--- src/rtl/decade_counter_ctrl_pkg.sv ---
// Shared types and constants for the two-digit BCD run/pause/clear counter.
// Segment patterns are g..a active-high in bits 6:0; bits 8:7 stay 0.
package decade_counter_ctrl_pkg;

  typedef enum logic [1:0] {
    ST_IDLE  = 2'd0,
    ST_RUN   = 2'd1,
    ST_PAUSE = 2'd2
  } state_t;

  localparam int NUM_KEYS  = 2;
  localparam int KEY_START = 0;
  localparam int KEY_CLEAR = 1;

  localparam logic [8:0] SEG_0     = 9'h03F;
  localparam logic [8:0] SEG_1     = 9'h006;
  localparam logic [8:0] SEG_2     = 9'h05B;
  localparam logic [8:0] SEG_3     = 9'h04F;
  localparam logic [8:0] SEG_4     = 9'h066;
  localparam logic [8:0] SEG_5     = 9'h06D;
  localparam logic [8:0] SEG_6     = 9'h07D;
  localparam logic [8:0] SEG_7     = 9'h007;
  localparam logic [8:0] SEG_8     = 9'h07F;
  localparam logic [8:0] SEG_9     = 9'h06F;
  localparam logic [8:0] SEG_BLANK = 9'h000;

  function automatic logic [8:0] seg_of(input logic [3:0] digit);
    logic [8:0] pat;
    case (digit)
      4'd0:    pat = SEG_0;
      4'd1:    pat = SEG_1;
      4'd2:    pat = SEG_2;
      4'd3:    pat = SEG_3;
      4'd4:    pat = SEG_4;
      4'd5:    pat = SEG_5;
      4'd6:    pat = SEG_6;
      4'd7:    pat = SEG_7;
      4'd8:    pat = SEG_8;
      4'd9:    pat = SEG_9;
      default: pat = SEG_BLANK;
    endcase
    return pat;
  endfunction

endpackage

--- src/rtl/decade_counter_ctrl_key_debounce.sv ---
// One push-button path: 2-FF synchronizer, stability counter and a
// one-cycle press pulse on the accepted 1->0 transition of the level.
module key_debounce #(
  parameter int DEB_CYCLES = 240000
) (
  input  logic clk,
  input  logic rst_n,
  input  logic i_key_n,
  output logic o_press
);
  import decade_counter_ctrl_pkg::*;

  localparam int CW = (DEB_CYCLES > 1) ? $clog2(DEB_CYCLES) : 1;
  localparam logic [CW-1:0] CNT_LAST = CW'(DEB_CYCLES - 1);

  logic [1:0]    r_sync;
  logic          r_level;
  logic [CW-1:0] r_cnt;
  logic          r_press;
  logic          w_diff;
  logic          w_accept;

  // r_cnt holds how many consecutive samples already disagreed with r_level
  assign w_diff   = r_sync[1] ^ r_level;
  assign w_accept = w_diff && (r_cnt == CNT_LAST);

  always_ff @(posedge clk or negedge rst_n) begin
    if (!rst_n) begin
      r_sync  <= 2'b11;
      r_level <= 1'b1;
      r_cnt   <= '0;
      r_press <= 1'b0;
    end else begin
      r_sync  <= {r_sync[0], i_key_n};
      r_press <= w_accept & ~r_sync[1];
      if (!w_diff || w_accept) r_cnt <= '0;
      else                     r_cnt <= r_cnt + CW'(1);
      if (w_accept) r_level <= r_sync[1];
    end
  end

  assign o_press = r_press;

endmodule

--- src/rtl/decade_counter_ctrl.sv ---
// Two-digit BCD event counter: debounced start/clear keys, run/pause/idle FSM,
// tick prescaler, wrapping up/down BCD count and a two-digit 7-segment scanner.
module decade_counter_ctrl #(
  parameter int TICK_DIV   = 12000000,
  parameter int DEB_CYCLES = 240000,
  parameter int SCAN_DIV   = 12000,
  parameter int MAX_COUNT  = 99
) (
  input  logic       clk,
  input  logic       rst_n,
  input  logic       key_start_n,
  input  logic       key_clear_n,
  input  logic       dir,
  output logic [3:0] bcd_ones,
  output logic [3:0] bcd_tens,
  output logic       running,
  output logic       carry,
  output logic [8:0] seg_led,
  output logic [1:0] seg_sel
);
  import decade_counter_ctrl_pkg::*;

  localparam int PW = (TICK_DIV > 1) ? $clog2(TICK_DIV) : 1;
  localparam int SW = (SCAN_DIV > 1) ? $clog2(SCAN_DIV) : 1;
  localparam logic [PW-1:0] TICK_LAST = PW'(TICK_DIV - 1);
  localparam logic [SW-1:0] SCAN_LAST = SW'(SCAN_DIV - 1);
  localparam logic [3:0]    MAX_TENS  = 4'(MAX_COUNT / 10);
  localparam logic [3:0]    MAX_ONES  = 4'(MAX_COUNT % 10);

  logic [NUM_KEYS-1:0] w_key_n;
  logic [NUM_KEYS-1:0] w_press;
  logic                w_start;
  logic                w_clr;

  logic [1:0]    r_dir_sync;
  state_t        r_state;
  state_t        w_state_nxt;
  logic [PW-1:0] r_presc;
  logic          w_tick;
  logic [3:0]    r_ones;
  logic [3:0]    r_tens;
  logic [3:0]    w_ones_nxt;
  logic [3:0]    w_tens_nxt;
  logic          w_wrap;
  logic          r_running;
  logic          r_carry;
  logic [SW-1:0] r_scan;
  logic          w_scan_last;
  logic          w_sel_tens_nxt;
  logic [1:0]    r_sel;
  logic [8:0]    r_seg;

  assign w_key_n = {key_clear_n, key_start_n};

  for (genvar g = 0; g < NUM_KEYS; g++) begin : g_key
    key_debounce #(.DEB_CYCLES(DEB_CYCLES)) u_deb (
      .clk     (clk),
      .rst_n   (rst_n),
      .i_key_n (w_key_n[g]),
      .o_press (w_press[g])
    );
  end

  assign w_start = w_press[KEY_START];
  assign w_clr   = w_press[KEY_CLEAR];

  always_comb begin
    w_state_nxt = r_state;
    if (w_clr) begin
      w_state_nxt = ST_IDLE;
    end else if (w_start) begin
      case (r_state)
        ST_IDLE:  w_state_nxt = ST_RUN;
        ST_RUN:   w_state_nxt = ST_PAUSE;
        ST_PAUSE: w_state_nxt = ST_RUN;
        default:  w_state_nxt = ST_IDLE;
      endcase
    end
  end

  always_ff @(posedge clk or negedge rst_n) begin
    if (!rst_n) begin
      r_state    <= ST_IDLE;
      r_running  <= 1'b0;
      r_dir_sync <= 2'b11;
    end else begin
      r_state    <= w_state_nxt;
      r_running  <= (w_state_nxt == ST_RUN);
      r_dir_sync <= {r_dir_sync[0], dir};
    end
  end

  // Prescaler keeps its phase across PAUSE so resume does not restart the second
  assign w_tick = (r_state == ST_RUN) && (r_presc == TICK_LAST);

  always_ff @(posedge clk or negedge rst_n) begin
    if (!rst_n) begin
      r_presc <= '0;
    end else begin
      case (r_state)
        ST_RUN:   r_presc <= w_tick ? '0 : r_presc + PW'(1);
        ST_PAUSE: r_presc <= r_presc;
        default:  r_presc <= '0;
      endcase
    end
  end

  always_comb begin
    w_ones_nxt = r_ones;
    w_tens_nxt = r_tens;
    w_wrap     = 1'b0;
    if (w_clr) begin
      w_ones_nxt = 4'd0;
      w_tens_nxt = 4'd0;
    end else if (w_tick) begin
      if (r_dir_sync[1]) begin
        if (r_tens == MAX_TENS && r_ones == MAX_ONES) begin
          w_ones_nxt = 4'd0;
          w_tens_nxt = 4'd0;
          w_wrap     = 1'b1;
        end else if (r_ones == 4'd9) begin
          w_ones_nxt = 4'd0;
          w_tens_nxt = r_tens + 4'd1;
        end else begin
          w_ones_nxt = r_ones + 4'd1;
        end
      end else begin
        if (r_tens == 4'd0 && r_ones == 4'd0) begin
          w_ones_nxt = MAX_ONES;
          w_tens_nxt = MAX_TENS;
          w_wrap     = 1'b1;
        end else if (r_ones == 4'd0) begin
          w_ones_nxt = 4'd9;
          w_tens_nxt = r_tens - 4'd1;
        end else begin
          w_ones_nxt = r_ones - 4'd1;
        end
      end
    end
  end

  always_ff @(posedge clk or negedge rst_n) begin
    if (!rst_n) begin
      r_ones  <= 4'd0;
      r_tens  <= 4'd0;
      r_carry <= 1'b0;
    end else begin
      r_ones  <= w_ones_nxt;
      r_tens  <= w_tens_nxt;
      r_carry <= w_wrap;
    end
  end

  // Segment data is built from the next count so seg_led never lags bcd_*
  assign w_scan_last    = (r_scan == SCAN_LAST);
  assign w_sel_tens_nxt = r_sel[0] ^ w_scan_last;

  always_ff @(posedge clk or negedge rst_n) begin
    if (!rst_n) begin
      r_scan <= '0;
      r_sel  <= 2'b10;
      r_seg  <= SEG_0;
    end else begin
      r_scan <= w_scan_last ? '0 : r_scan + SW'(1);
      r_sel  <= {~w_sel_tens_nxt, w_sel_tens_nxt};
      if (w_sel_tens_nxt)
        r_seg <= (w_tens_nxt == 4'd0) ? SEG_BLANK : seg_of(w_tens_nxt);
      else
        r_seg <= seg_of(w_ones_nxt);
    end
  end

  assign bcd_ones = r_ones;
  assign bcd_tens = r_tens;
  assign running  = r_running;
  assign carry    = r_carry;
  assign seg_led  = r_seg;
  assign seg_sel  = r_sel;

endmodule

--- config.mk ---
export PLATFORM = sky130hd
export DESIGN_NAME = decade_counter_ctrl
export DESIGN_NICKNAME = d
export VERILOG_FILES = /design/src/rtl/decade_counter_ctrl_pkg.sv /design/src/rtl/decade_counter_ctrl_key_debounce.sv /design/src/rtl/decade_counter_ctrl.sv
export SDC_FILE = /design/constraint.sdc
export NUM_CORES = 1
export LEC_CHECK = 0
export CAP_MARGIN = 15
export CORE_MARGIN = 4
export CORE_UTILIZATION = 50
export DETAILED_ROUTE_END_ITERATION = 12
export PLACE_DENSITY = 0.68
export SLEW_MARGIN = 30
export SYNTH_ARGS = -nofsm -noshare
export SYNTH_HDL_FRONTEND = slang
export SYNTH_SLANG_ARGS = --single-unit
--- constraint.sdc ---
create_clock -name clk -period 4.8 [get_ports clk]
set_clock_uncertainty 0.2 [all_clocks]
set_input_delay 0.72 -clock clk [delete_from_list [all_inputs] [get_ports clk]]
set_output_delay 0.72 -clock clk [all_outputs]
set_load 0.05 [all_outputs]
### Word level (Yosys, flattened, before mapping)

Memory sizes are Yosys's and may differ from the RTL's.
Index checks and enable logic that the tools add are counted.

* add/sub/neg operators: 8
* equality and inequality tests: 9
* multiplexer cells: 29
* bitwise gates (word level): 8
* reduce and logical (&&, ||, !) cells: 14

Operators by type and width (number)
* 2-to-1 mux 4 bit: 14
* one-hot mux 24 bit (2 select lines): 1
* adder 18 x 1 -> 18 bit (second input constant): 2
* equality test 18 bit (second input constant): 2
* 2-to-1 mux 18 bit: 2
* adder 24 x 1 -> 24 bit (second input constant): 1
* equality test 24 bit (second input constant): 1
* 2-to-1 mux 24 bit: 1
* 2-to-1 mux 9 bit: 2
* adder 14 x 1 -> 14 bit (second input constant): 1
* equality test 14 bit (second input constant): 1
* 2-to-1 mux 14 bit: 1
* zero test 4 bit: 3
* adder 4 x 1 -> 4 bit (second input constant): 2
* equality test 4 bit (second input constant): 2
* subtractor 4 x 1 -> 4 bit (second input constant): 2
* logical AND 1 bit: 5
* 2-to-1 mux 1 bit: 5
* equality test 2 x 1 -> 1 bit (second input constant): 2
* 2-to-1 mux 2 bit: 2
* one-hot mux 2 bit (2 select lines): 1
* inverter 1 bit: 3
* XOR 1 bit: 3
* AND 1 bit: 2
* 5 further kinds: 7

* register bits after elaboration: 107
* memory bits (read-only): 224
* bits of input ports: 5
* output and inout port bits: 21
* logic and storage cells: 88
* memories: 2

Memories
* (no name shown): words 16, width 7, read ports 1, clocked after Yosys merged registers in 0, wr ports 0, RTL line decade_counter_ctrl_pkg.sv:29 `case (digit)`
* (no name shown): words 16, width 7, read ports 1, clocked after Yosys merged registers in 0, wr ports 0, RTL line decade_counter_ctrl_pkg.sv:29

### Depth between registers and ports, before layout

Gate-level depths: netlist of run 1.

* depth after elaboration: 9
* depth in mapped cells: 14
* mapped depth without buffers: 14

### Hierarchy

Synthesis of run 1 repeated with hierarchy kept, for this count alone.

* cells, all modules: 609
* area total of the unflattened synthesis: 5833.1 sq um

Modules (own cells, without submodules)
* decade_counter_ctrl: times used 1, cells each 413, area an instance 3768.6 sq um, seq. area each 1537.7 sq um
* key_debounce: times used 2, cells each 98, area an instance 1032.2 sq um, seq. area each 554.3 sq um

### Least setup slack after synthesis of run 1

Ideal clock, no wire load.

* kind: reg2reg
* from: reg r_ones[1] (netlist: bcd_ones[1])
* to: reg r_seg[6] (netlist: seg_led[6])
* library setup time: 0.152 ns
* data arrival time: 2.803 ns
* slack: 1.645 ns
* stages on the path, launching flop included: 11
* path buffers: 0
* period minus slack after synthesis: 3.155 ns
* cell sequence: dfrtp_1 > inv_1 > ha_1 > or4b_4 > or3b_1 > nand4_1 > a311o_2 > inv_2 > or3_4 > o211ai_2 > o22ai_1

* cells in the longest elaborated chain, start to end: 9
* elaborated cells on any way between the ends: 25
* those cells by class: add/sub: 2; eq/ne: 1; mux: 16; reduce/logical: 4; memory: 2

RTL lines
* start: declaration: RTL line decade_counter_ctrl.sv:40 `logic [3:0] r_ones;`
* start signal: assignment: RTL line decade_counter_ctrl.sv:148 `r_ones <= w_ones_nxt;`
* equality test 4 bit or zero test 4 bit (tied branches)
* 2-to-1 mux 4 bit, or another cell as far along: RTL line decade_counter_ctrl.sv:121 `end else if (r_ones == 4'd9) begin`
* 2-to-1 mux 4 bit (on tied branches): RTL line decade_counter_ctrl.sv:117, decade_counter_ctrl.sv:128
* 2-to-1 mux 4 bit (*): RTL line decade_counter_ctrl.sv:116 `if (r_dir_sync[1]) begin`
* 2-to-1 mux 4 bit (*): RTL line decade_counter_ctrl.sv:115 `end else if (w_tick) begin`
* 2-to-1 mux 4 bit (*): RTL line decade_counter_ctrl.sv:112 `if (w_clr) begin`
* via w_tens_nxt[2]: RTL line decade_counter_ctrl.sv:43 `logic [3:0] w_tens_nxt;`
* memory (16 x 7 bit) or zero test 4 bit (tied branches)
* 2-to-1 mux 9 bit (*): RTL line decade_counter_ctrl.sv:167 `r_seg <= (w_tens_nxt == 4'd0) ? SEG_BLANK : seg_of(w_tens_nxt);`
* 2-to-1 mux 9 bit (*): RTL line decade_counter_ctrl.sv:166 `if (w_sel_tens_nxt)`
* end signal: assignment: RTL line decade_counter_ctrl.sv:167
* end signal: assignment: RTL line decade_counter_ctrl.sv:169 `r_seg <= seg_of(w_ones_nxt);`
* end: declaration: RTL line decade_counter_ctrl.sv:51 `logic [8:0] r_seg;`

Mark *: on every way through the listed nets, which the timed path passes. The rest lies on a longest branch.
A chain may end at the register's enable or synchronous reset.

### Worst setup path in the final report of run 1

* from: reg r_presc[14]
* to: reg r_seg[0] (netlist: seg_led[0])

* elaborated cells on any way between the ends: 11
* those cells by class: eq/ne: 1; mux: 6; reduce/logical: 2; memory: 2

RTL lines
* start: declaration: RTL line decade_counter_ctrl.sv:38 `logic [PW-1:0] r_presc;`
* start signal: assignment: RTL line decade_counter_ctrl.sv:101 `ST_RUN: r_presc <= w_tick ? '0 : r_presc + PW'(1);`
* start signal: assignment: RTL line decade_counter_ctrl.sv:102 `ST_PAUSE: r_presc <= r_presc;`
* equality test 24 bit: RTL line decade_counter_ctrl.sv:94 `assign w_tick = (r_state == ST_RUN) && (r_presc == TICK_LAST);`
* logical AND 1 bit: RTL line decade_counter_ctrl.sv:94
* 2-to-1 mux 4 bit: RTL line decade_counter_ctrl.sv:115
* 2-to-1 mux 4 bit: RTL line decade_counter_ctrl.sv:112
* via w_ones_nxt[0]: RTL line decade_counter_ctrl.sv:42 `logic [3:0] w_ones_nxt;`
* memory (16 x 7 bit)
* 2-to-1 mux 9 bit: RTL line decade_counter_ctrl.sv:166

The timed path passes the listed nets, and every way through them passes these cells.

==> impl_results.md, run 1 <==
* Crit-path max FO at 7
* H-tree lvl count at 3
* Largest area contributor in the netlist: dfrtp_1
* FMAX at slightly above 0.3 GHz
* Final setup violating endpoints at 0
* Drt total wl at between 10000 and 15000 um
* Hpwl dp at ~7700 um
* P per Cell Area at 262.5 nW/um^2
* Max-cap violations at 0
* # rows at 38
* Leakage at around 2.7 nW
* DRC violations left at 0
* DR vias at ~4400
* Reg clk slew, reported paths at 0.07 ns
* Root Buffer Master: clkbuf_16
* Post-DR vias/cell at ~5.7
* Pre-Repair DR Iteration Count at 4
* Commonest cells in the netlist: 90 x dfrtp_1, 85 x nor2_1, 57 x nand2_1, 38 x o21ai_0, 34 x nand3_1
* Worst Tran Pin Value at just under 0.8 ns
* Final Hold Fails at 0
* CP Class: flip-flop to flip-flop
* # diodes at 0
* Slew HR at a little under half
* Layout Utilization at about 58%
* Port Buffers at 23
* Status: finished clean
* Hold Crit Class: flip-flop to flip-flop
* GPL Wtd Cong at 0.9042
* TritonCTS buffer count at 9
* Setup TNS at 0 ns
* Most common cell in the synthesized netlist: dfrtp_1
* Final slew viol count at 0
* Number of synthesized flops with an enable pin at 0
* Fin nets at about 650
* Clk Latency, worst-skew pair at 0.35 ns
* Tot GR Track Use at between 10% and 20%
* Io pins at 26
* Initial antenna violation count at 0
* Distinct cells, synth at 69
* Post-synthesis cell area at between 5000 and 6000 um^2
* Area of the die at 13240 um^2
* Critical path required time at ~4.9 ns
* Clock Sinks at around 110
* Ys async rst share at 100.0%
* Clock buffer depth at 2
* CTS tree: built
* Core ar. at ~11000 um^2
* Top cell type's share of synthesized area at between 30 and 40%
* Avg Cell Area, Syn at between 9 and 10 um^2
* Antenna viol nets, final at 0
* Endpoint type of the worst setup path: flip-flop
* Flops & latches, synth at between 100 and 150
* Area growth syn-to-layout at 10.90%
* Die height at ~120 um
* Synth area leaders: dfrtp_1 39%, dfstp_2 6.9%, nor2_1 5.6%, ha_1 4.8%, xor2_1 4.3%
* Worst EP arrival at around 3.4 ns
* Pin count of the biggest net entering global routing at 80
* Final min period at around 3.3 ns
* Die width at 115.0 um
* # Post-CTS Setup Buffers at 0
* Unrepaired setup endpoints after global routing: no
* Peak VDD IR at 0.0003270 V
* Starting Density at about half
* Sequential fraction of the synthesis area at 46.19%
* Wire per inst at approximately 15 um
* First-pass GRT wire length at 19310 um
* Congestion Overflow GR at 0
* CTS Hold Bufs at 0
* CTS resizes at 0
* Synth Instances at approximately 600
* Initial DRC Count at ~250
* Most common flop cell mapped by yosys: dfrtp_1
* Number of synthesis warnings at 0
* Vias in the first global route at 4126
* Layout cells sized above 1 at around 8.9%
* CP Launch Type: flip-flop
* Final period util at 68.39%
logic make-up after synthesis:
kind of cell / synth area share, %
compound gates: 11.90
xor+xnor: 8.102
fa+ha+maj: 4.804
buf+inv: 3.101
flops: 46.19
mux: 1.791
other cells: 0.06545
simple gates: 24.04
per-stage QoR:
stage / cells / hold WS (ns) / worst slack, ns / total power, mW / area [um^2]
2_1_floorplan: 612 / 0.1452 / 1.645 / 0.9370 / 5733
3_3_place_gp: 753 / 0.1473 / 1.580 / 0.9605 / 6052
3_5_place_dp: 753 / 0.1468 / 1.580 / 0.9622 / 6058
4_1_cts: 769 / 0.1580 / 1.547 / 1.696 / 6351
5_1_grt: 769 / 0.1628 / 1.205 / 1.740 / 6354
6_report: 769 / 0.1576 / 1.517 / 1.668 / 6354
state kept, by name, summed over array words and instances, names as in the netlist, 4 cells and up:
| signal | cells |
|---|---|
| g_key.u_deb.r_cnt | 36 |
| r_presc | 24 |
| r_scan | 14 |
| seg_led | 7 |
| bcd_ones | 4 |
| bcd_tens | 4 |
| g_key.u_deb.r_sync | 4 |
layout by cell type, fill, tap and decap left out, drive strengths merged, types with 3 or more instances in the layout:
cell	count
dfrtp	90
nand3	34
nand3b	4
dfstp	15
or2	4
o21ai	38
buf	3
nand2	57
a21oi	20
and2	9
ha	22
inv	26
and4	4
mux2i	5
o31ai	4
nor4b	3
nor2	86
a31oi	6
or3	3
nor3	7
clkbuf	10
o21a	4
and4b	3
and3	12
nand4	20
clkdlybuf4s50	22
xor2	28
nand2b	3
o22ai	8
nor4	6
xnor2	25
nor2b	8
path summary, 6_finish.rpt:
check                      depth (start not counted)                      from  slack, ns                       end
min reg2reg                                        0  g_key[0].u_deb.r_sync[0]       0.16  g_key[0].u_deb.r_sync[1]
min in group asynchronous                          1                     rst_n       0.21               r_presc[17]
min                                                0  g_key[0].u_deb.r_sync[0]       0.16  g_key[0].u_deb.r_sync[1]
max reg2reg                                       10               r_presc[14]       1.52                seg_led[0]
max in group asynchronous                          2                     rst_n       3.34             r_dir_sync[1]
max                                               10               r_presc[14]       1.52                seg_led[0]
power by group:
| group | internal (mW) | switching [mW] |
|---|---|---|
| clock | 0.378 | 0.346 |
| combinational | 0.0114 | 0.0313 |
| sequential | 0.893 | 0.00763 |
critical path, stage by stage (launching register included):
cell      delay, ns
dfrtp_1        0.44
nor4b_1        0.50
nand4_1        0.32
nor2_4         0.28
nor2_1         0.06
a311oi_1       0.58
inv_1          0.22
ha_1           0.24
mux2i_1        0.13
a21oi_1        0.08
o22ai_1        0.16
area by class of cell:
type                       count  area, um^2
clock buffer                  10       239.0
tap                          140       175.2
fill                         968        4677
multi-input combinational    462        2914
clock inverter                 6       53.80
inverter                      21       78.83
timing repair buffer          25       246.5
sequential                   105        2646
per-layer routing:
layer	global-route usage, %	wire [um]	vias up
met1	25.00	5495	2114
met5	0	0	-
met3	4.895	608	7
met4	4.773	87	0
li1	-	-	2156
met2	27.66	5072	111
(Power assumes the default switching activity.)
==> inputs of run 2 (changes only) <==
- PLACE_DENSITY: 0.68 -> 0.71
- clock period: 4.8 -> 2.65 ns (I/O delays scaled with it)
==> impl_results.md, run 2 (synthesis gave the netlist of run 1 again) <==
* Final Hold Fails at 0
* Fin nets at roughly 740
* RR Startpoint: r_presc[15]
* Wire per inst at 15.49 um
* Status: complete, but fails checks
* Delay-heaviest family, CP: simple AND/OR/NAND/NOR gates
* Internal cell power at around 2.4 mW
* FMAX at between 0.3 and 0.4 GHz
* Register with the most flip-flops: g_key.u_deb.r_cnt
* Final setup violating endpoints at 6
* Failing checks: setup timing
* H-tree lvl count at 3
* First-pass GRT wire length at around 23000 um
* DRC violations left at 0
* # rows at 38
* Starting Density at between 50% and 60%
* Tot GR Track Use at 21.45%
* Final slew viol count at 0
* Hold depth at 0
* Hold_sp: g_key[0].u_deb.r_sync[0]
* TritonCTS buffer count at 9
* Pin count of the biggest net entering global routing at 39
* Core ar. at between 10000 and 15000 um^2
* Leakage at 3.132 nW
* Largest register FFs at 36
* Clock Sinks at around 110
* Placed Area at between 6000 and 7000 um^2
* Pre-Repair DR Iteration Count at 5
* CP Launch Type: flip-flop
* Clk Latency, worst-skew pair at ~0.35 ns
* Worst Reg2Reg Path Length in Cells at 12
* Die width at approximately 120 um
* Largest regs: g_key.u_deb.r_cnt x36, r_presc x24, r_scan x14
* Port Buffers at 23
* Layout cells sized above 1 at 23.75%
* Max-cap violations at 0
* Io pins at 26
* Sw Pwr at 0.6832 mW
* Design Area, Final at around 7000 um^2
* Clock network power share at 44.5%
* Layout fillers at around 880
* Congestion Overflow GR at 0
* Post-DR vias/cell at ~5.6
* Worst EP arrival at about 2.8 ns
* Clock buffer depth at 2
* Area of the die at roughly 13000 um^2
* Setup slack after layout at -0.1274 ns
* Worst Tran Pin Value at between 0.5 and 0.6 ns
* Endpoint type of the worst setup path: flip-flop
* GPL Wtd Cong at between 0.8 and 0.9
* Crit-path max FO at 5
* Drt total wl at about 13000 um
* Root Buffer Master: clkbuf_16
* Peak VDD IR at between 0.0004 and 0.0005 V
* CP max stage delay at 0.41 ns
* R2r endpoint: seg_led[6]
* Sw Share at approximately 22%
* Comb power frac at 3.0%
* Vias in the first global route at approximately 5000
* Buf/Inv on CP at 1
* CP Class: flip-flop to flip-flop
* # diodes at 0
* Critical path required time at 2.68 ns
* Hold Crit Class: flip-flop to flip-flop
* Initial antenna violation count at 0
* Setup slack at placement at -0.2201 ns
* P per Cell Area at approximately 430 nW/um^2
* Final min period at 2.777 ns
* Die height at ~120 um
* Slew HR at between 60% and 70%
* Most frequent cells in the layout: 92 x buf_4, 86 x dfrtp_1, 84 x nor2_1
* Worst hold slack at 0.1570 ns
* DR vias at roughly 4800
* Antenna viol nets, final at 0
* Most common cell after layout, fill and taps aside: buf_4
* CP cell instances: nor4b_4, and4_4, nand3_2, a21oi_2, a31oi_1, nor2_1, a211o_1, ha_1, inv_2, or3_4, o211ai_4, o22ai_1
* Area growth syn-to-layout at 25.25%
* Register share of total power at roughly 53%
* Reg2Reg Setup Slack at -0.13 ns
* CTS tree: built
* Initial DRC Count at between 300 and 400
* Crit-path slowest cell: dfrtp_1
* Hold path endpoint: g_key[0].u_deb.r_sync[1]
* Final period util at 104.8%
* Hpwl dp at about 9500 um
* Unrepaired setup endpoints after global routing: yes
* Reg clk slew, reported paths at ~0.070 ns
==> run 2: area by class of cell <==
cell class	count	area (um^2)	area share (%)
Multi-Input combinational cell	462	3025	42.16
Sequential cell	105	2651	36.95
Timing Repair Buffer	116	940.9	13.11
Clock buffer	12	246.5	3.435
Tap cell	140	175.2	2.441
Inverter	21	78.83	1.099
Clock inverter	4	57.56	0.8021
==> run 2: how the worst max path moves through the flow <==
stage                 from          to  slack, ns  cells after the start
2_1_floorplan  bcd_ones[1]  seg_led[6]      -0.28                     10
3_3_place_gp   r_presc[13]  seg_led[6]      -0.10                     12
3_5_place_dp   r_presc[13]  seg_led[6]      -0.22                     12
4_1_cts        bcd_ones[0]  seg_led[6]      -0.10                     10
5_1_grt        r_presc[15]  seg_led[6]      -0.26                     12
6_report       r_presc[15]  seg_led[6]      -0.13                     12
==> run 2: power groups by stage <==
stage	clock network (mW)	logic, mW	registers, mW
floorplan	0	0.0397	1.66
global placement	0	0.0864	1.66
detailed placement	0	0.0894	1.66
CTS	1.41	0.0953	1.63
global route	1.48	0.105	1.63
finish	1.38	0.0926	1.63
==> run 2: what timing repair did <==
action                                  4_1_cts  5_1_grt
hold endpoints to repair                     25        0
pin swaps                                    11        9
endpoints found under the setup margin        7        8
hold buffers                                  1        0
gates resized for setup                      10       14
setup buffers                                 6        3
==> run 2: routing by layer <==
layer / part of all wire, % / track usage, % / up-vias / routed length, um
met5: 0 / 0 / - / 0
met4: 1.8 / 5.634 / 0 / 240
met3: 4.1 / 4.789 / 28 / 542
met2: 49 / 35.92 / 116 / 6501
met1: 45 / 28.29 / 2328 / 6036
li1: - / - / 2337 / -
==> run 2: metrics by stage <==
step / util (%) / setup TNS, ns / power, mW / instances
final: 65.05 / -0.5348 / 3.101 / 860
after global placement: 60.82 / -0.3967 / 1.745 / 834
after global routing: 65.05 / -1.474 / 3.214 / 860
after detailed placement: 60.82 / -1.200 / 1.749 / 834
after floorplan: - / -1.417 / 1.697 / 612
after CTS: 64.37 / -0.4881 / 3.132 / 857
==> RTL edit 1: new RTL, flow settings as in run 2 <==
Change the parameter `SCAN_DIV` from 12000 to 24000.
--- a/src/rtl/decade_counter_ctrl.sv
+++ b/src/rtl/decade_counter_ctrl.sv
@@ -3,7 +3,7 @@
 module decade_counter_ctrl #(
   parameter int TICK_DIV   = 12000000,
   parameter int DEB_CYCLES = 240000,
-  parameter int SCAN_DIV   = 12000,
+  parameter int SCAN_DIV   = 24000,
   parameter int MAX_COUNT  = 99
 ) (
   input  logic       clk,
Formal check against the unedited RTL: same outputs for any inputs over 10 cycles, from zero or initial values and one cycle with rst_n low; that may be too few to reach the edited logic, so the function may still have changed.
==> RTL edit 1 against run 2 <==
- the run still ends with setup timing left
- clock power rose by 5%
- synthesized area rose by 1.9%
- largest cell class unchanged
- sequential cell count rose by 1
- critical endpoint is now seg_led[3]
- power rose by 3.0%
- die area rose by 1.8%
- routed wire length fell by 0.62%
- cell area rose by 3.1%
- setup slack got worse by 0.10 ns
==> RTL edit 1: results (changes against run 2) <==
stage	metric	value	unit	change
status	status	finished, violations left		
status	violations	setup timing		
routing	via_per_inst	5.52		-1.2%
timing	relSlewSlack	0.548		-0.0887
global_routing	antenna_found_initial	0		unchanged
global_routing	grt_start_max_net_pins	52		+33%
timing	setup_ws	-0.232	ns	-0.104 ns
final_layout	antenna_cells	0		unchanged
clocking	cts_buffer_depth	2		unchanged
setup_path	worstPathArrival	2.95	ns	+0.15 ns
setup_path	worstPathMaxFanout	5		unchanged
yosys	netlist_top_cells_count	dfrtp_1 (91), nor2_1 (90), nand2_1 (43), nand3_1 (39), xor2_1 (33)		
yosys	synth_area_leaders	dfrtp_1 (39%), dfstp_2 (6.7%), nor2_1 (5.8%)		
placement	portBuffers	23		unchanged
routing	vias	4683		-2.6%
yosys	ys_types	74		+7.2%
clocking	h-tree-depth	3		unchanged
clocking	clk_pin_slew	0.07	ns	about the same
placement	gp_congestion	0.856		-2.4%
yosys	seq_area_frac_synth	0.457		-0.00442
setup_path	end_kind	flop		
timing	setup_violations	8		+2
final_layout	nets	727		-2.0%
yosys	synth_flop_cell	dfrtp_1		
global_routing	grt-ovfl-total	0		unchanged
worst_hold_path	hold_path.class	flop to flop		
power_and_ir_drop	cellLeakagePower	3.24	nW	+3.3%
yosys	ys_warn_count	0		unchanged
final_layout	top_regs	g_key.u_deb.r_cnt (36), r_presc (24), r_scan (15)		
global_routing	grtUsageTotal	0.204		-0.0104
final_layout	fillCellCount	883		+0.23%
clocking	clk_latency	0.35	ns	about the same
placement	place_hpwl	8880	um	-6.4%
routing	wire_per_inst	15.6	um	+0.78%
timing	tns	-1.46	ns	-0.921 ns
routing	first_pass_iters	4		-1
final_layout	final_layout_size_suffix_gt1_frac	0.264		+0.0263
power_and_ir_drop	ir_drop	0.505	mV	+19%
clocking	clockRootBuffer	clkbuf_16		
yosys	async_flop_share	1.00		unchanged
yosys	syn_avg_cell_area	9.76	um2	+4.1%
placement	dp.cells	812		-2.6%
global_routing	grt_pass1_wl	22100	um	-3.7%
routing	drt_iter0_drc	303		-22%
clocking	cts_buffers	9		unchanged
==> RTL edit 1: worst paths after layout <==
check                              start       endpoint  slack, ns  depth (start not counted)
hold reg to reg            r_dir_sync[0]  r_dir_sync[1]       0.16                          0
min in group asynchronous          rst_n    r_presc[18]       0.41                          2
hold / removal             r_dir_sync[0]  r_dir_sync[1]       0.16                          0
max in group asynchronous          rst_n      r_scan[8]       1.11                          3
setup / recovery             bcd_ones[1]     seg_led[3]      -0.23                         11
setup reg to reg             bcd_ones[1]     seg_led[3]      -0.23                         11
==> RTL edit 1: cell families after synthesis <==
kind of cell / share of synthesized area
flip-flops: 0.457
buffers and inverters: 0.0319
AND/OR/NAND/NOR: 0.251
multiplexers: 0.0268
other: 0.000642
AO/OA/AOI/OAI: 0.100
XOR/XNOR: 0.0853
adder cells (fa/ha/maj): 0.0471
==> RTL edit 1: critical path: stages (launching register included) <==
cell and delay [ns]:
dfrtp_2 0.43, inv_4 0.08, ha_4 0.12, or3b_4 0.38
mux4_2 0.50, nand2_2 0.09, o21ai_2 0.06, or2_4 0.28
ha_4 0.19, nand4b_4 0.09, nand4_4 0.16, o221ai_2 0.23
==> RTL edit 1: repair_timing <==
| item | 4_1_cts | 5_1_grt |
|---|---|---|
| gates resized for setup | 17 | 20 |
| buffers inserted | 16 | 3 |
| hold endpoints to repair | 42 | 0 |
| hold buffers | 1 | 0 |
| pin swaps | 14 | 15 |
| endpoints found under the setup margin | 7 | 8 |
==> RTL edit 1: layout make-up <==
cell class | count | area share
timing repair buffer | 110 | 0.126
clock buffer | 12 | 0.0333
inverter | 22 | 0.0118
clock inverter | 4 | 0.00998
sequential | 106 | 0.362
multi-input combinational | 451 | 0.433
tap | 143 | 0.0242
==> RTL edit 1: metal layers <==
metal / vias to the layer above / track usage / part of all wire
met2: 64 / 0.331 / 0.49
met1: 2313 / 0.278 / 0.46
li1: 2284 / - / -
met3: 22 / 0.0376 / 0.031
met5: - / 0 / 0
met4: 0 / 0.0688 / 0.019
==> RTL edit 1: report_power, final <==
| group | internal (mW) | switching, mW | leakage [nW] |
|---|---|---|---|
| Clock | 0.857 | 0.594 | 0.157 |
| Sequential | 1.63 | 0.0143 | 1.40 |
| Combinational | 0.0297 | 0.0638 | 1.68 |
| Total | 2.52 | 0.672 | 3.24 |
==> RTL edit 1: through the flow <==
stage | setup WS [ns] | area [um2]
floorplan | -0.269 | 5900
global placement | -0.145 | 6750
detailed placement | -0.211 | 6750
CTS | -0.163 | 7280
global route | -0.329 | 7400
finish | -0.232 | 7400
==> RTL edit 2: new RTL, settings of run 2 <==
Without the edit above. The output `carry` loses its register stage (`r_carry` becomes a continuous assignment).
--- a/src/rtl/decade_counter_ctrl.sv
+++ b/src/rtl/decade_counter_ctrl.sv
@@ -143,13 +143,13 @@
     if (!rst_n) begin
       r_ones  <= 4'd0;
       r_tens  <= 4'd0;
-      r_carry <= 1'b0;
     end else begin
       r_ones  <= w_ones_nxt;
       r_tens  <= w_tens_nxt;
-      r_carry <= w_wrap;
     end
   end
+
+  assign r_carry = w_wrap;
 
   // Segment data is built from the next count so seg_led never lags bcd_*
   assign w_scan_last    = (r_scan == SCAN_LAST);
Function: no difference found for any inputs over 10 cycles, from zero or initial values and one cycle with rst_n low; that may be too few to reach the edited logic, so the function may still have changed.
==> RTL edit 2 against run 2 <==
- the flow still finishes with violations (setup timing)
- sequential share of layout area hardly changed
- global-route usage decreased by 0.92 points
- power shrank 1.6%
- sequential cell count down 1
- non-clock buffer count is 8 lower
- largest power group unchanged
- setup slack lost 0.25 ns
- count of clock-buffer cells in the layout decreased by 3
- routed wire length shrank 3.8%
- synthesized area decreased by 0.44%
- first-iteration DRC count down 17%
- cell area decreased by 0.99%
- core utilization down 0.37 points
==> RTL edit 2: results (changes against run 2) <==
stage	metric	value	unit	change
status	status	finished, violations left		
status	violations	setup timing		
final_layout	nets	733		-1.2%
setup_path	worst_r2r_startpoint	bcd_ones[1]		
timing	worst_hold_slack	0.156	ns	-0.00152 ns
final_layout	final_layout_size_suffix_gt1_frac	0.228		-0.00965
routing	drt_iter0_drc	321		-17%
yosys	synth_area_leaders	dfrtp_1 (39%), dfstp_2 (6.9%), nor2_1 (5.6%)		
timing	relSlewSlack	0.576		-0.0611
final_layout	fillCellCount	861		-2.3%
placement	gp_congestion	0.995		+13%
clocking	cts_setup_buffers	4		-2
setup_path	ff2ff_path_depth	14		+2
yosys	seq_area_frac_synth	0.460		-0.00236
setup_path	crit_end	carry		
final_layout	area_growth	24.5	%	
global_routing	grtUsageTotal	0.205		-0.00924
timing	setup_ws	-0.378	ns	-0.251 ns
final_layout	instances_no_fill	851		-1.0%
worst_hold_path	min_to	g_key[1].u_deb.r_sync[1]		
power_and_ir_drop	ir_drop	0.357	mV	-16%
setup_path	slowest_stage	or4b_4		
setup_path	rrSetupSlack	-0.23	ns	-0.10 ns
setup_path	crit_path_max_incr_delay	0.47	ns	+0.06 ns
timing	setup_violations	8		+2
setup_path	worstPathMaxFanout	3		-2
routing	vias	4797		-0.25%
clocking	cts_resized	13		+3
global_routing	grt_pass1_wl	21900	um	-4.7%
placement	place_hpwl	9130	um	-3.7%
placement	place_ws	-0.183	ns	+0.0368 ns
## RTL edit 2: changes by cell type in the layout (fill, tap and decap cells not counted), moves of 2 or more
| cell | delta |
|---|---|
| clkbuf_1 | -2 |
| inv_2 | -2 |
| buf_4 | -8 |
| a21oi_2 | -3 |
| o22ai_2 | +4 |
| clkinvlp_4 | +2 |
| o22ai_1 | -4 |
| inv_1 | +2 |
| a21oi_1 | +3 |
| clkinv_4 | +2 |
## RTL edit 2: per-layer routing
metal / global-route usage / vias up / wire (um)
met5: 0 / - / 0
met4: 0.0876 / 0 / 287
met3: 0.0284 / 27 / 502
met2: 0.349 / 138 / 6430
met1: 0.264 / 2305 / 5600
li1: - / 2327 / -
## RTL edit 2: power groups by stage
stage	Clock, mW	Sequential, mW	Combinational [mW]
2_1_floorplan	0	1.64	0.0409
3_3_place_gp	0	1.64	0.0858
3_5_place_dp	0	1.64	0.0881
4_1_cts	1.38	1.61	0.0909
5_1_grt	1.46	1.62	0.101
6_report	1.35	1.61	0.0884
## RTL edit 2: cells by family after synthesis
kind of cell | Yosys count | share of synthesized area
compound gates | 105 | 0.120
simple gates | 272 | 0.242
mux | 8 | 0.0180
fa+ha+maj | 22 | 0.0483
xor+xnor | 53 | 0.0814
flops | 104 | 0.460
other cells | 1 | 0.000657
buf+inv | 45 | 0.0311
## RTL edit 2: area by class of cell
class / instances / area [um2] / area share
Tap cell: 140 / 175 / 0.0247
Clock buffer: 9 / 225 / 0.0317
Inverter: 21 / 78.8 / 0.0111
Timing Repair Buffer: 108 / 891 / 0.125
Clock inverter: 7 / 81.3 / 0.0114
Multi-Input combinational cell: 462 / 3030 / 0.426
Sequential cell: 104 / 2630 / 0.369
